==> src/rtl/cpu_pkg.sv <==
// Shared CPU definitions: datapath widths, IF/ID word field positions and fetch state encoding.
package cpu_pkg;

  localparam int unsigned FETCH_OUT_W = 69;
  localparam int unsigned PC_W        = 32;
  localparam int unsigned INSTR_W     = 16;

  // IF/ID word layout, also decoded by decode_stage
  localparam int unsigned OUT_INPORT_MSB = 68;
  localparam int unsigned OUT_INPORT_LSB = 53;
  localparam int unsigned OUT_PC_MSB     = 52;
  localparam int unsigned OUT_PC_LSB     = 21;
  localparam int unsigned OUT_INSTR_MSB  = 20;
  localparam int unsigned OUT_INSTR_LSB  = 5;
  localparam int unsigned OUT_INT_BIT    = 4;

  localparam logic [INSTR_W-1:0] NOP_WORD = 16'h0000;

  typedef enum logic [1:0] {
    VEC_HI,
    VEC_LO,
    RUN
  } fetch_state_e;

  // Bubble word: only the instruction field is non-zero (and only if NOP_WORD is)
  function automatic logic [FETCH_OUT_W-1:0] nop_out(input logic [INSTR_W-1:0] nop);
    logic [FETCH_OUT_W-1:0] w;
    w = '0;
    w[OUT_INSTR_MSB:OUT_INSTR_LSB] = nop;
    return w;
  endfunction

endpackage

==> src/rtl/pc_unit.sv <==
// Program counter: register, +1 incrementer, redirect mux and reset-vector half loads.
module pc_unit
  import cpu_pkg::*;
(
  input  logic               clk,
  input  logic               rst,
  input  logic               load_hi,
  input  logic               load_lo,
  input  logic [INSTR_W-1:0] vec_data,
  input  logic               redirect_en,
  input  logic [PC_W-1:0]    redirect_pc,
  input  logic               inc,
  output logic [PC_W-1:0]    pc,
  output logic [PC_W-1:0]    pc_inc
);

  logic [PC_W-1:0] pc_q, pc_d;

  // Natural 32-bit wrap from all-ones to zero
  assign pc_inc = pc_q + 32'd1;
  assign pc     = pc_q;

  always_comb begin
    pc_d = pc_q;
    if (load_hi) begin
      pc_d = {vec_data, pc_q[15:0]};
    end else if (load_lo) begin
      pc_d = {pc_q[31:16], vec_data};
    end else if (redirect_en) begin
      pc_d = redirect_pc;
    end else if (inc) begin
      pc_d = pc_inc;
    end
  end

  always_ff @(posedge clk) begin
    if (rst) begin
      pc_q <= '0;
    end else begin
      pc_q <= pc_d;
    end
  end

endmodule

==> src/rtl/fetch_stage.sv <==
// Instruction-fetch stage: reset-vector load, PC sequencing, interrupt latch and IF/ID register.
module fetch_stage
  import cpu_pkg::*;
#(
  parameter logic [PC_W-1:0]    RESET_VEC = 32'h0000_0000,
  parameter logic [INSTR_W-1:0] NOP_WORD  = cpu_pkg::NOP_WORD
) (
  input  logic                   Clk,
  input  logic                   Rst,
  input  logic                   Stall,
  input  logic                   Flush,
  input  logic                   RedirectEn,
  input  logic [PC_W-1:0]        RedirectPC,
  input  logic                   IntReq,
  input  logic [INSTR_W-1:0]     InPort,
  output logic [PC_W-1:0]        ImemAddr,
  input  logic [INSTR_W-1:0]     ImemData,
  output logic [FETCH_OUT_W-1:0] Out
);

  fetch_state_e           state_q, state_d;
  logic                   int_pend_q, int_pend_d;
  logic [FETCH_OUT_W-1:0] out_q, out_d;

  logic            load_hi, load_lo, redirect, inc;
  logic [PC_W-1:0] pc, pc_inc;

  pc_unit u_pc_unit (
    .clk         (Clk),
    .rst         (Rst),
    .load_hi     (load_hi),
    .load_lo     (load_lo),
    .vec_data    (ImemData),
    .redirect_en (redirect),
    .redirect_pc (RedirectPC),
    .inc         (inc),
    .pc          (pc),
    .pc_inc      (pc_inc)
  );

  always_comb begin
    state_d    = state_q;
    out_d      = out_q;
    int_pend_d = int_pend_q | IntReq;
    load_hi    = 1'b0;
    load_lo    = 1'b0;
    redirect   = 1'b0;
    inc        = 1'b0;
    ImemAddr   = pc;
    unique case (state_q)
      VEC_HI: begin
        ImemAddr = RESET_VEC;
        load_hi  = 1'b1;
        out_d    = nop_out(NOP_WORD);
        state_d  = VEC_LO;
      end
      VEC_LO: begin
        ImemAddr = RESET_VEC + 32'd1;
        load_lo  = 1'b1;
        out_d    = nop_out(NOP_WORD);
        state_d  = RUN;
      end
      RUN: begin
        if (RedirectEn) begin
          redirect = 1'b1;
          out_d    = nop_out(NOP_WORD);
        end else if (Flush) begin
          inc   = 1'b1;
          out_d = nop_out(NOP_WORD);
        end else if (!Stall) begin
          // The pending flag is consumed by exactly this one valid instruction
          out_d                               = '0;
          out_d[OUT_INPORT_MSB:OUT_INPORT_LSB] = InPort;
          out_d[OUT_PC_MSB:OUT_PC_LSB]         = pc_inc;
          out_d[OUT_INSTR_MSB:OUT_INSTR_LSB]   = ImemData;
          out_d[OUT_INT_BIT]                   = int_pend_q | IntReq;
          inc                                 = 1'b1;
          int_pend_d                          = 1'b0;
        end
      end
      default: begin
        state_d = VEC_HI;
      end
    endcase
  end

  always_ff @(posedge Clk) begin
    if (Rst) begin
      state_q    <= VEC_HI;
      out_q      <= '0;
      int_pend_q <= 1'b0;
    end else begin
      state_q    <= state_d;
      out_q      <= out_d;
      int_pend_q <= int_pend_d;
    end
  end

  assign Out = out_q;

endmodule
==> config.mk <==
export PLATFORM = sky130hd
export DESIGN_NAME = fetch_stage
export DESIGN_NICKNAME = d
export VERILOG_FILES = /design/src/rtl/cpu_pkg.sv /design/src/rtl/pc_unit.sv /design/src/rtl/fetch_stage.sv
export SDC_FILE = /design/constraint.sdc
export NUM_CORES = 1
export LEC_CHECK = 0
export CAP_MARGIN = 20
export CORE_ASPECT_RATIO = 1.4
export CORE_MARGIN = 3
export CORE_UTILIZATION = 49
export DETAILED_ROUTE_END_ITERATION = 6
export GPL_TIMING_DRIVEN = 0
export PLACE_DENSITY = 0.93
export SYNTH_ARGS = -nofsm -noshare
export SYNTH_HDL_FRONTEND = slang
export SYNTH_HIERARCHICAL = 1
export SYNTH_SLANG_ARGS = --single-unit
==> constraint.sdc <==
create_clock -name Clk -period 4.4 [get_ports Clk]
set_input_delay 0.44 -clock Clk [delete_from_list [all_inputs] [get_ports Clk]]
set_output_delay 0.44 -clock Clk [all_outputs]
set_load 0.02 [all_outputs]
[Word level (Yosys, flattened, before mapping)]
Index checks and enable logic that the tools add are counted.
Storage, ports and cells
  input bits: 70
  word-level logic and storage cells: 42
  output and inout port bits: 101
  bits in registers: 104
Cells by class
  multiplexer cells: 22
  eq/ne operators: 4
  add/subtract/negate cells: 1
  bitwise logic cells: 2
  reduce and logical (&&, ||, !) cells: 8
Operators by type and width (number)
  $mux W69: 3
  $pmux W69 S2: 1
  $mux W32: 4
  $pmux W32 S2: 1
  $add A32 B1 Y32 const B: 1
  $mux W1: 12
  $pmux W2 S3: 1
  $reduce_and A2 Y1: 3
  $reduce_bool A3 Y1: 2
  $ne A4 B4 Y1 const B: 1
  $eq A2 B1 Y1 const B: 1
  $eq A2 B2 Y1 const B: 1
  $logic_not A2 Y1: 1
  $ne A2 B2 Y1 const B: 1
  $reduce_bool A2 Y1: 1
  $reduce_or A2 Y1: 1
  $not A1 Y1: 1
  $or A1 B1 Y1: 1

[Longest topological paths before layout]
  depth after elaboration: 8
  depth in mapped cells: 9
  depth with buffers taken out: 7

[Modules after synthesis]
The synthesis kept the hierarchy.
Modules (own cells, without submodules)
  pc_unit: cells each 313, instances 1, area each 2446.1 µm²
  fetch_stage: cells each 205, instances 1, area each 2399.8 µm²

[Worst setup path before layout]
No wires, ideal clock.
  kind: input-to-reg
  start: in RedirectEn
  end: reg u_pc_unit.pc_q[27] (netlist: u_pc_unit/pc[27])
  path slack: 2171 ps
  setup time: 74 ps
  arrival time: 2155 ps
  data required time: 4326 ps
  stages on the path: 9
  cells stage by stage: or3b_4 a21oi_1 nor3_1 or2_2 buf_2 nor3_2 buf_2 a21oi_1 o21ai_0
On the way
  elaborated cells between the ends (all ways): 9
  those cells by class: 7 x mux; 2 x reduce/logical
RTL lines
  start: declaration: RTL line fetch_stage.sv:12  | input logic RedirectEn,
  $mux W1: RTL line fetch_stage.sv:64  | if (RedirectEn) begin
  $mux W1: RTL line fetch_stage.sv:50  | unique case (state_q)
  net inc: RTL line fetch_stage.sv:25  | logic load_hi, load_lo, redirect, inc;
  $reduce_bool A3 Y1 (no line)
  $reduce_and A2 Y1 (no line)
  end signal: assignment: RTL line pc_unit.sv:40  | pc_q <= pc_d;
  end: declaration: RTL line pc_unit.sv:17  | logic [PC_W-1:0] pc_q, pc_d;
The timed path passes the listed nets, and every way through them passes these cells. The select of a mux whose other input is x is not followed.
A chain may end at the register's enable or synchronous reset.

[Worst setup path in the final report]
  start: reg state_q[1]
  end: out ImemAddr[9]
On the way
  longest elaborated chain between the ends: 2
  elaborated cells between the ends (all ways): 3
  those cells by class: 1 x eq/ne; 1 x mux; 1 x reduce/logical
Ends and longest elaborated chain
  start: declaration: RTL line fetch_stage.sv:21  | fetch_state_e state_q, state_d;
  start signal: assignment: RTL line fetch_stage.sv:93  | state_q <= state_d;
  $eq A2 B1 Y1 / $logic_not A2 Y1 (equally long branches): RTL line fetch_stage.sv:50
  $pmux W32 S2 (*): RTL line fetch_stage.sv:50
  end: declaration: RTL line fetch_stage.sv:16  | output logic [PC_W-1:0] ImemAddr,
Every way passes the cells marked *; elsewhere a longest branch is shown, timed or not.

==> flow_summary.json <==
{
  "synth_top_area_share_pct": 41.31,
  "syn2layout_area_growth_pct": 44.49,
  "ctsHoldBuffers": 0,
  "ys.flop_type": "dfxtp_1",
  "synth.most_common_cell": "dfxtp_1",
  "cts_resized": 0,
  "dp_slack_ns": 1.234,
  "worst_pin_slew_ns": 0.9646,
  "core-area_um2": 9564,
  "vias_per_cell": 6.065,
  "n_antenna_cell": 0,
  "antenna_found_initial": 0,
  "globalplace.congestion": 0.9198,
  "crit_path_start_kind": "register",
  "clockBufferDepth": 2,
  "drc": 0,
  "dpl.cell_count": 819,
  "min_path_type": "register to register",
  "grt_first_pass_wirelength_um": 26770,
  "start_util_pct": 50.67,
  "ys_top_cells_by_count": "100 x dfxtp_1, 68 x a22o_1, 36 x nor2_1",
  "die_h_um": 123.7,
  "fmax_mhz": 337.4,
  "peakVddDrop_mv": 0.1962,
  "grt_pass1_vias": 4855,
  "insertion_delay_ns": 0.35,
  "drt_wl_total_um": 17460,
  "grt_max_degree": 19,
  "synth-seq-cells": 100,
  "final.period_utilization_pct": 67.35,
  "cts_setup_buffers": 0,
  "first_pass_iters": 6,
  "crit_required_ns": 3.96,
  "io_pins": 171,
  "worst_slack_ns": 1.437,
  "post-route-util_pct": 73.21,
  "die_w_um": 90.05,
  "numCtsBuffers": 9,
  "drt_iter0_drc": 590,
  "dpl.hpwl_um": 12930,
  "power.density_cell_area_nw_per_um2": 352.9,
  "maxSlewViolCount": 0,
  "final_nets": 769,
  "fillers": 719,
  "ys_seq_area_share_pct": 41.31,
  "syn_avg_cell_area_um2": 9.355,
  "grt-ovfl-total": 0,
  "fin_area_um2": 7002,
  "yosys-top-cells-area": "dfxtp_1 41%, a22o_1 12%, xnor2_1 4.7%",
  "tritoncts": "yes",
  "synth_area_um2": 4846,
  "path_class": "register to primary output",
  "die_area_um2": 11140,
  "grt_usage_pct": 30.69,
  "crit_arrival_ns": 2.52,
  "skew_ns": 0.007574,
  "rsz0062_at_grt": "no",
  "clk_pin_slew_ns": 0.07,
  "finalNonFillerCells": 835,
  "synth-edff-count": 0,
  "clock-sinks": 100,
  "setup_tns_ns": 0,
  "ant_nets": 0,
  "yosysWarnings": 6,
  "hold_viol_final": 0,
  "postSynthCellCount": 518,
  "drt-wirelength-per-cell_um": 20.91,
  "synth_area_leader_cell": "dfxtp_1",
  "drive_gt1_share_pct": 7.966,
  "status": "finished clean",
  "maxCapViolCount": 0,
  "finalCriticalPeriod_ns": 2.963,
  "synth.distinct_cells": 57,
  "vias": 5064,
  "cp-end-kind": "primary output",
  "path_max_fanout": 10,
  "io_buffer_count": 166,
  "max-slew-margin-rel_pct": 35.20,
  "cts-root-buf": "clkbuf_16",
  "async_flop_share_pct": 0,
  "dpl-instance-area_um2": 6684,
  "p_leak_nw": 2.636,
  "row_count": 42,
  "cts_max_level": 3,
  "setup_viol": 0
}
path summary, 6_finish.rpt:
check                                             start                           end  slack [ns]  depth (start not counted)
worst max-delay path            state_q[1]$_SDFFE_PP0N_                   ImemAddr[9]        1.44                          4
worst min-delay path               Out[57]$_SDFFE_PP0P_          Out[57]$_SDFFE_PP0P_        0.48                          1
worst max register to register  state_q[1]$_SDFFE_PP0N_  u_pc_unit/pc[9]$_SDFFE_PP0P_        1.55                          7
worst min register to register     Out[57]$_SDFFE_PP0P_          Out[57]$_SDFFE_PP0P_        0.48                          1
registers in the layout, indices dropped and copies added, names as in the netlist:
name and flops:
Out 65, int_pend_q 1, state_q 2, u_pc_unit/pc 32
power breakdown:
group	leakage, nW	switching [mW]	internal [mW]
registers	0.811	0.0756	0.957
logic	1.67	0.344	0.253
clock network	0.157	0.373	0.469
layout by cell type, fill, tap and decap left out, types with 4 or more instances in the layout:
master / instances
nor2b_1: 4
clkbuf_1: 18
o21ai_0: 14
a211oi_1: 6
a221o_1: 13
nor2_1: 36
buf_2: 9
clkdlybuf4s50_1: 166
a21oi_1: 20
nand4_1: 11
clkbuf_8: 4
nand3_1: 15
inv_1: 18
dfxtp_1: 100
conb_1: 4
buf_4: 6
buf_6: 5
xor2_1: 5
nor3_1: 13
nand2_1: 22
xnor2_1: 26
a22oi_1: 19
and2_1: 32
a22o_1: 68
clkbuf_16: 9
worst max-delay path, stage by stage (launching register included):
cell,delay [ns]
dfxtp_1,0.34
clkbuf_1,0.41
clkbuf_1,0.55
and2_1,0.23
clkdlybuf4s50_1,0.63
per-stage QoR:
stage	hold slack [ns]	total power, mW
after floorplan	0.4711	1.385
after global placement	0.4612	1.606
after detailed placement	0.4633	1.624
after CTS	0.4838	2.463
after global routing	0.4956	2.564
final	0.4792	2.471
cells by family (layout without fill, tap and decap cells):
logic type	Yosys count	count (layout)	synth area share, %
AOI/OAI and AO/OA	162	162	26.16
and+or+nand+nor	161	161	19.42
DFF	100	100	41.31
buffers and inverters	60	242	6.764
xor gates and xnor gates	31	31	5.603
muxes	2	2	0.4131
adders and majority gates	1	1	0.2582
other	1	4	0.07739
routing by layer:
| metal | routed length (um) | share of wire [%] | global-route usage [%] | vias to the layer above |
|---|---|---|---|---|
| li1 | - | - | - | 2265 |
| met4 | 857 | 4.9 | 16.19 | 0 |
| met3 | 1678 | 9.6 | 5.921 | 71 |
| met5 | 0 | 0 | 0 | - |
| met1 | 6313 | 36 | 35.41 | 2370 |
| met2 | 8608 | 49 | 54.23 | 358 |
cell type report:
| class | count | area [um2] | share of cell area, % |
|---|---|---|---|
| inverters | 18 | 67.56 | 0.9650 |
| well taps | 132 | 165.2 | 2.359 |
| clock inverters | 6 | 78.83 | 1.126 |
| multi-input cells | 361 | 2527 | 36.10 |
| plain buffers | 42 | 260.3 | 3.717 |
| repair buffers | 166 | 1662 | 23.73 |
| clock buffers | 10 | 239.0 | 3.413 |
| flip-flops and latches | 100 | 2002 | 28.59 |
Note: power is estimated with default switching activity, not from simulation.
